$ cat config.mk
export PLATFORM = sky130hd
export DESIGN_NAME = axi_rd_arbiter
export DESIGN_NICKNAME = d
export VERILOG_FILES = /design/src/rtl/axi_rd_arbiter.sv
export SDC_FILE = /design/constraint.sdc
export NUM_CORES = 1
export LEC_CHECK = 0
export CORE_AREA = 2 2 214 216
export CTS_CLUSTER_SIZE = 28
export DETAILED_ROUTE_END_ITERATION = 8
export DIE_AREA = 0 0 216 218
export PLACE_DENSITY_LB_ADDON = 0.05
export SYNTH_ARGS = -nofsm -noshare
export SYNTH_HDL_FRONTEND = slang
export SYNTH_SLANG_ARGS = --single-unit
export TNS_END_PERCENT = 10
$ cat constraint.sdc
create_clock -name clk -period 2.2 [get_ports clk]
set_input_delay 0.44 -clock clk [delete_from_list [all_inputs] [get_ports clk]]
set_output_delay 0.44 -clock clk [all_outputs]
set_load 0.01 [all_outputs]
$ cat src/rtl/axi_rd_arbiter.sv
`default_nettype none
// ============================================================================
// Module      : axi_rd_arbiter
// Description : Shares one downstream AXI read port between two upstream
//               masters. Only one burst is outstanding at a time; masters
//               compete in IDLE with round-robin tie-breaking.
// Ports       :
//    clk, sys_rst_n         - clock, synchronous active-low reset
//    m0_ar*, m1_ar*         - upstream read-address channels (inputs + arready)
//    m0_r*,  m1_r*          - upstream read-data channels (outputs + rready)
//    s_ar*                  - downstream read-address channel to memory
//    s_r*                   - downstream read-data channel from memory
//    grant                  - index of the master owning the port
//    busy                   - high whenever the FSM is not IDLE
//    protocol_err           - sticky flag: rlast disagreed with burst length
// Revision    : 1.0 - initial release
// ============================================================================
module axi_rd_arbiter #(
   parameter int ID_W   = 4,
   parameter int ADDR_W = 28,
   parameter int DATA_W = 128
) (
   input  logic              clk,
   input  logic              sys_rst_n,
   // master 0 read address
   input  logic [ID_W-1:0]   m0_arid,
   input  logic [ADDR_W-1:0] m0_araddr,
   input  logic [7:0]        m0_arlen,
   input  logic [2:0]        m0_arsize,
   input  logic [1:0]        m0_arburst,
   input  logic              m0_arvalid,
   output logic              m0_arready,
   // master 0 read data
   output logic [ID_W-1:0]   m0_rid,
   output logic [DATA_W-1:0] m0_rdata,
   output logic [1:0]        m0_rresp,
   output logic              m0_rlast,
   output logic              m0_rvalid,
   input  logic              m0_rready,
   // master 1 read address
   input  logic [ID_W-1:0]   m1_arid,
   input  logic [ADDR_W-1:0] m1_araddr,
   input  logic [7:0]        m1_arlen,
   input  logic [2:0]        m1_arsize,
   input  logic [1:0]        m1_arburst,
   input  logic              m1_arvalid,
   output logic              m1_arready,
   // master 1 read data
   output logic [ID_W-1:0]   m1_rid,
   output logic [DATA_W-1:0] m1_rdata,
   output logic [1:0]        m1_rresp,
   output logic              m1_rlast,
   output logic              m1_rvalid,
   input  logic              m1_rready,
   // downstream read address
   output logic [ID_W-1:0]   s_arid,
   output logic [ADDR_W-1:0] s_araddr,
   output logic [7:0]        s_arlen,
   output logic [2:0]        s_arsize,
   output logic [1:0]        s_arburst,
   output logic              s_arvalid,
   input  logic              s_arready,
   // downstream read data
   input  logic [ID_W-1:0]   s_rid,
   input  logic [DATA_W-1:0] s_rdata,
   input  logic [1:0]        s_rresp,
   input  logic              s_rlast,
   input  logic              s_rvalid,
   output logic              s_rready,
   // status
   output logic              grant,
   output logic              busy,
   output logic              protocol_err
);

   typedef enum logic [1:0] {
      ST_IDLE = 2'd0,
      ST_ADDR = 2'd1,
      ST_DATA = 2'd2
   } state_t;

   state_t      r_state;
   logic        r_grant;
   logic        r_last_grant;
   logic [7:0]  r_len_q;
   logic [7:0]  r_beat_cnt;
   logic        r_protocol_err;

   logic        w_in_addr;
   logic        w_in_data;
   logic        w_g_arvalid;
   logic [7:0]  w_g_arlen;
   logic        w_g_rready;
   logic        w_m0_sel;
   logic        w_m1_sel;
   logic        w_ar_hs;
   logic        w_r_hs;
   logic        w_len_match;

   assign w_in_addr = (r_state == ST_ADDR);
   assign w_in_data = (r_state == ST_DATA);

   // Granted-master selection for the address channel. The s_ar payload
   // follows the grant at all times; only s_arvalid is qualified by state.
   assign w_g_arvalid = r_grant ? m1_arvalid : m0_arvalid;
   assign w_g_arlen   = r_grant ? m1_arlen   : m0_arlen;
   assign w_g_rready  = r_grant ? m1_rready  : m0_rready;

   assign s_arid    = r_grant ? m1_arid    : m0_arid;
   assign s_araddr  = r_grant ? m1_araddr  : m0_araddr;
   assign s_arlen   = w_g_arlen;
   assign s_arsize  = r_grant ? m1_arsize  : m0_arsize;
   assign s_arburst = r_grant ? m1_arburst : m0_arburst;
   assign s_arvalid = w_in_addr & w_g_arvalid;

   // arready depends only on state, grant and s_arready -- never on s_r*.
   assign m0_arready = w_in_addr & ~r_grant & s_arready;
   assign m1_arready = w_in_addr &  r_grant & s_arready;

   // rready depends only on state, grant and the granted master's rready --
   // never on any upstream valid.
   assign s_rready = w_in_data & w_g_rready;

   assign w_m0_sel = w_in_data & ~r_grant;
   assign w_m1_sel = w_in_data &  r_grant;

   assign m0_rvalid = w_m0_sel & s_rvalid;
   assign m0_rid    = w_m0_sel ? s_rid   : '0;
   assign m0_rdata  = w_m0_sel ? s_rdata : '0;
   assign m0_rresp  = w_m0_sel ? s_rresp : '0;
   assign m0_rlast  = w_m0_sel & s_rlast;

   assign m1_rvalid = w_m1_sel & s_rvalid;
   assign m1_rid    = w_m1_sel ? s_rid   : '0;
   assign m1_rdata  = w_m1_sel ? s_rdata : '0;
   assign m1_rresp  = w_m1_sel ? s_rresp : '0;
   assign m1_rlast  = w_m1_sel & s_rlast;

   assign w_ar_hs     = s_arvalid & s_arready;
   assign w_r_hs      = w_in_data & s_rvalid & s_rready;
   // beat_cnt counts beats already accepted, so the final beat sees
   // beat_cnt == len_q (arlen is beats-minus-one).
   assign w_len_match = (r_beat_cnt == r_len_q);

   always_ff @(posedge clk) begin
      if (!sys_rst_n) begin
         r_state        <= ST_IDLE;
         r_grant        <= 1'b0;
         r_last_grant   <= 1'b1;   // m0 wins the first tie
         r_len_q        <= 8'd0;
         r_beat_cnt     <= 8'd0;
         r_protocol_err <= 1'b0;
      end else begin
         case (r_state)
            ST_IDLE: begin
               if (m0_arvalid && m1_arvalid) begin
                  r_grant <= ~r_last_grant;
                  r_state <= ST_ADDR;
               end else if (m0_arvalid) begin
                  r_grant <= 1'b0;
                  r_state <= ST_ADDR;
               end else if (m1_arvalid) begin
                  r_grant <= 1'b1;
                  r_state <= ST_ADDR;
               end
            end
            ST_ADDR: begin
               // A master withdrawing arvalid keeps its grant; we simply wait.
               if (w_ar_hs) begin
                  r_len_q    <= w_g_arlen;
                  r_beat_cnt <= 8'd0;
                  r_state    <= ST_DATA;
               end
            end
            ST_DATA: begin
               if (w_r_hs) begin
                  r_beat_cnt <= r_beat_cnt + 8'd1;
                  // Flags both an early rlast and a missing one; the burst
                  // still terminates only on rlast.
                  if (s_rlast != w_len_match) begin
                     r_protocol_err <= 1'b1;
                  end
                  if (s_rlast) begin
                     r_last_grant <= r_grant;
                     r_state      <= ST_IDLE;
                  end
               end
            end
            default: begin
               r_state <= ST_IDLE;
            end
         endcase
      end
   end

   assign grant        = r_grant;
   assign busy         = (r_state != ST_IDLE);
   assign protocol_err = r_protocol_err;

   // Silence unused-bit concerns: w_g_arvalid is consumed via s_arvalid.
endmodule
`default_nettype wire

; ---- Yosys cells after proc, flatten, opt, wreduce, memory -nomap -nowiden
; Index checks and enable logic that the tools add are counted.
[totals]
mem_count = 0
ff_bits = 21
output_inout_bits = 324
wordCells = 69
latch_bits = 0
romBits = 0
mem_bits_rw = 0
[classes]
shifts = 0
add_sub_neg = 1
mux = 26
n_bitwise = 17
n_div = 0
n_lt_le_gt_ge = 0
n_eq_ne = 8
reduce_logical = 11
multipliers = 0
[op_table]
columns = op, n
row1 = $mux W128, 2
row2 = $mux W28, 1
row3 = $mux W8, 3
row4 = $mux W2, 9
row5 = $pmux W8 S2, 1
row6 = $and A1 B1 Y1, 15
row7 = $mux W4, 3
row8 = $reduce_and A3 Y1, 3
row9 = $add A8 B1 Y8 const B, 1
row10 = $eq A8 B8 Y1, 1
row11 = $pmux W2 S3, 1
row12 = $mux W1, 5
row13 = $ne A2 B1 Y1 const B, 2
row14 = $ne A4 B4 Y1 const B, 1
row15 = $reduce_and A2 Y1, 2
row16 = $reduce_and A4 Y1, 1
row17 = $reduce_bool A2 Y1, 2
row18 = $mux W3, 1
row19 = $reduce_bool A3 Y1, 1
row20 = $eq A2 B1 Y1 const B, 1
row21 = $eq A2 B2 Y1 const B, 1
row22 = $logic_not A2 Y1, 1
row23 = $ne A2 B2 Y1 const B, 1
row24 = $not A1 Y1, 2
row25 = other kinds (2), 2

; ---- Logic depth before layout (Yosys ltp)
[depth]
ltp_word = 5
ltp_mapped = 6
ltp_nobuf = 5

; ---- Worst setup path after synthesis
; Ideal clock, no wire load.
[synth_path]
path_kind = register to output
start = register r_grant, in the netlist grant
end = output s_araddr[18]
arrival_time_ns = 1.398
stages_incl_launch_ff = 5
required_ns = 1.760
setup_slack_ns = 0.362
path_cell_list = dfxtp_1 -> buf_4 -> clkbuf_1 -> buf_2 -> mux2_2
[synth_via]
elab_chain_cells = 1
[synth_rtl]
columns = element, line
row1 = from (decl), 83  ; logic r_grant;
row2 = from (signal assigned), 157  ; r_grant <= ~r_last_grant;
row3 = $mux W28, 110  ; assign s_araddr = r_grant ? m1_araddr : m0_araddr;
row4 = to (decl), 57  ; output logic [ADDR_W-1:0] s_araddr,
; Every way passes these cells.

; ---- Worst setup path in the final report
[layout_path]
start = register r_state[0]
end = output m1_rdata[11]
[layout_via]
elab_chain_cells = 3
[layout_rtl]
columns = element, line
row1 = from (decl), 82  ; state_t r_state;
row2 = from (signal assigned), 147  ; r_state <= ST_IDLE;
row3 = from (signal assigned), 158  ; r_state <= ST_ADDR;
row4 = from (signal assigned), 161  ; r_state <= ST_ADDR;
row5 = $eq A2 B2 Y1, 101  ; assign w_in_data = (r_state == ST_DATA);
row6 = $and A1 B1 Y1, 125  ; assign w_m1_sel = w_in_data & r_grant;
row7 = $mux W128, 135  ; assign m1_rdata = w_m1_sel ? s_rdata : '0;
row8 = to (decl), 50  ; output logic [DATA_W-1:0] m1_rdata,
; Every way passes these cells.

==> flow_summary.ini <==
[outcome]
status = complete, but fails checks
violations = setup timing

[hold_path]
hp-class = reg2reg
holdPathEnd = r_last_grant
holdPathStages = 1
min_from = r_last_grant

[floorplan]
die_area_um2 = 47100
initial_core_util_pct = 7.81
core_area_um2 = 44900
ios = 557
rows = 78
dieWidth_um = 216
die-height_um = 218

[global_route]
antenna_found_initial = 5
overflow = 0
grt_pass1_wl_mm = 46.7
grt_pass1_vias = 6096
grt_max_degree = 54
grt_util_all_layers_pct = 13.5

[timing]
fmax_ghz = 0.421
period_share_pct = 108
setup_viol = 6
rsz0062_at_grt = true
tns_ns = -1.02
clock_skew_ns = 0.00437
min_period_ns = 2.37
worstMarginPinSlew_ns = 0.378
slew_headroom_pct = 74.8
timing_hold_violations_final = 0
report.final.slew_viol_count = 0
setup_ws_ns = -0.175
hold-worst-slack_ns = 0.489

[critical_path]
crit_chain = and2b_4 -> buf_12 -> buf_6 -> and3_1 -> clkdlybuf4s50_1
r2r-end = r_last_grant
slowest_delay_ns = 0.55
r2r-start = grant
critPathMaxFanout = 22
crit_family = buffers and inverters
endpoint_kind = output port
cp.arrival_ns = 1.93
rr_worst_depth = 8
cp.buffers_inverters = 3
cp.required_ns = 1.76
crit_path_top_delay_cell = clkdlybuf4s50_1
worstSetupPathType = reg2out
cp-start-kind = flop
r2r_slack_ns = 0.26

[clocking]
htree_levels = 1
clk_pin_slew_ns = 0.06
root_buffer = clkbuf_16
numCtsBuffers = 3
cts_num_sinks = 21
cts_tree = done
clk_latency_ns = 0.26
cts_max_path_buffers = 2
ctsHoldBuffers = 0

[finish]
final_util_pct = 22.2
fin_nets = 1291
regArea_um2 = 424
syn2layout_area_growth_pct = 185
num-fill-cells = 5074
finalNonFillerCells = 1658
final_common_cell = and3_1
layout_common_cells = and3_1 (273), clkdlybuf4s50_1 (241), dlygate4sd2_1 (113)
multi_input_area_um2 = 2820
drive_above_1_share_pct = 20.4

[synth]
syn_inst = 508
synthDistinctLibCells = 42
seq_area_frac_synth_pct = 12.0
synth_edf_count = 0
ys.flop_type = dfxtp_1
ys_ff_latch = 21
syn_nets = 742
synth_area_per_cell_um2 = 6.91
syn_area_um2 = 3510
async_reset_ff_share_pct = 0
ys_warn_count = 0

[place]
gp_congestion = 0.772
dp_slack_ns = -0.279
hpwlAfterDp_mm = 29.4
place.port_buffers = 556
place_inst = 1651

[detailed_routing]
drtIter0Drc = 266
vias = 6067
wire_per_inst_um = 21.0
drc = 0
firstDrtPassIters = 4
avgViaCountPerCell = 3.66
totalWireLength_mm = 34.7
drtAntennaViolNets = 0

[flow_run]
maxCapViolCount = 0

[power]
power.switching_uw = 667
power_frac_seq_pct = 19.4
p_clk_share_pct = 19.5
swShare_pct = 32.4
p_per_area_nw_per_um2 = 206
peakVddDrop_mv = 0.328
p_int_uw = 1390
total_leakage_power_uw = 0.00656
pwr-share-comb_pct = 61.1
worst max-delay path by stage:
stage / from / to / slack (ns) / depth (start not counted)
5_1_grt: r_state[0] / m1_rdata[62] / -0.27 / 5
6_report: r_state[0] / m1_rdata[11] / -0.17 / 5
3_3_place_gp: m1_arvalid / s_arvalid / -0.31 / 5
4_1_cts: r_state[0] / m0_rdata[31] / -0.27 / 5
3_5_place_dp: m0_arvalid / s_arvalid / -0.28 / 5
2_1_floorplan: grant / s_araddr[18] / 0.36 / 4
routing by layer:
metal	vias to the layer above	wire length [um]	global-route usage [%]
met5	-	32	0
met4	6	396	1.35
li1	2961	-	-
met2	264	19100	27.1
met1	2814	12600	14.0
met3	22	2660	4.07
power groups by stage:
stage / Sequential (uW) / Clock, uW / Combinational [uW]
2_1_floorplan: 406 / 0 / 374
3_3_place_gp: 408 / 0 / 1370
3_5_place_dp: 408 / 0 / 1360
4_1_cts: 400 / 418 / 1290
5_1_grt: 401 / 441 / 1360
6_report: 399 / 401 / 1260
repair_timing:
item,4_1_cts,5_1_grt
buffers inserted,0,0
setup endpoints to repair,313,233
resized for setup,261,287
gates cloned,0,1
synth_stat cells, types with 3 or more instances:
library cell  number  area share (%)
buf_2              7             1.0
xnor2_1            8             2.0
nand3b_1           3            0.64
a21oi_1           12             1.7
mux2_2            45              14
nor2_1            13             1.4
dfxtp_1           21              12
and3_1           273              49
clkbuf_1          62             6.6
o21ai_0           11             1.6
nor3_1             3            0.43
nand2_1           15             1.6
state kept, by name (all words and copies together), names as in the netlist:
register      count
grant             1
r_last_grant      1
r_len_q           8
protocol_err      1
r_beat_cnt        8
r_state           2
worst register-to-register path: cells and delay by family (launching register included):
family                 cells  cell delay, ns
AOI/OAI and AO/OA          1            0.26
buffers and inverters      4            0.70
DFF                        1            0.42
muxes                      1            0.23
and+or+nand+nor            2            0.22
through the flow:
| step | area, um2 | power, uW |
|---|---|---|
| final | 9990 | 2060 |
| after detailed placement | 10300 | 1760 |
| after global placement | 10300 | 1770 |
| after CTS | 10100 | 2100 |
| after global routing | 9980 | 2200 |
| after floorplan | 3510 | 780 |
layout make-up:
type / instances / area share (%)
Timing Repair Buffer: 614 / 59.1
Clock buffer: 4 / 0.789
Antenna cell: 2 / 0.0501
Inverter: 3 / 0.125
Sequential cell: 21 / 4.25
Tap cell: 600 / 7.52
Multi-Input combinational cell: 414 / 28.2
cell families after synthesis:
family | after synthesis | synth area share [%]
xor+xnor | 8 | 2.00
fa+ha+maj | 1 | 0.357
buf+inv | 73 | 8.17
flops | 21 | 12.0
compound gates | 39 | 7.06
simple gates | 319 | 55.1
mux | 47 | 15.4
No activity file was read; power rests on OpenSTA's default activity.
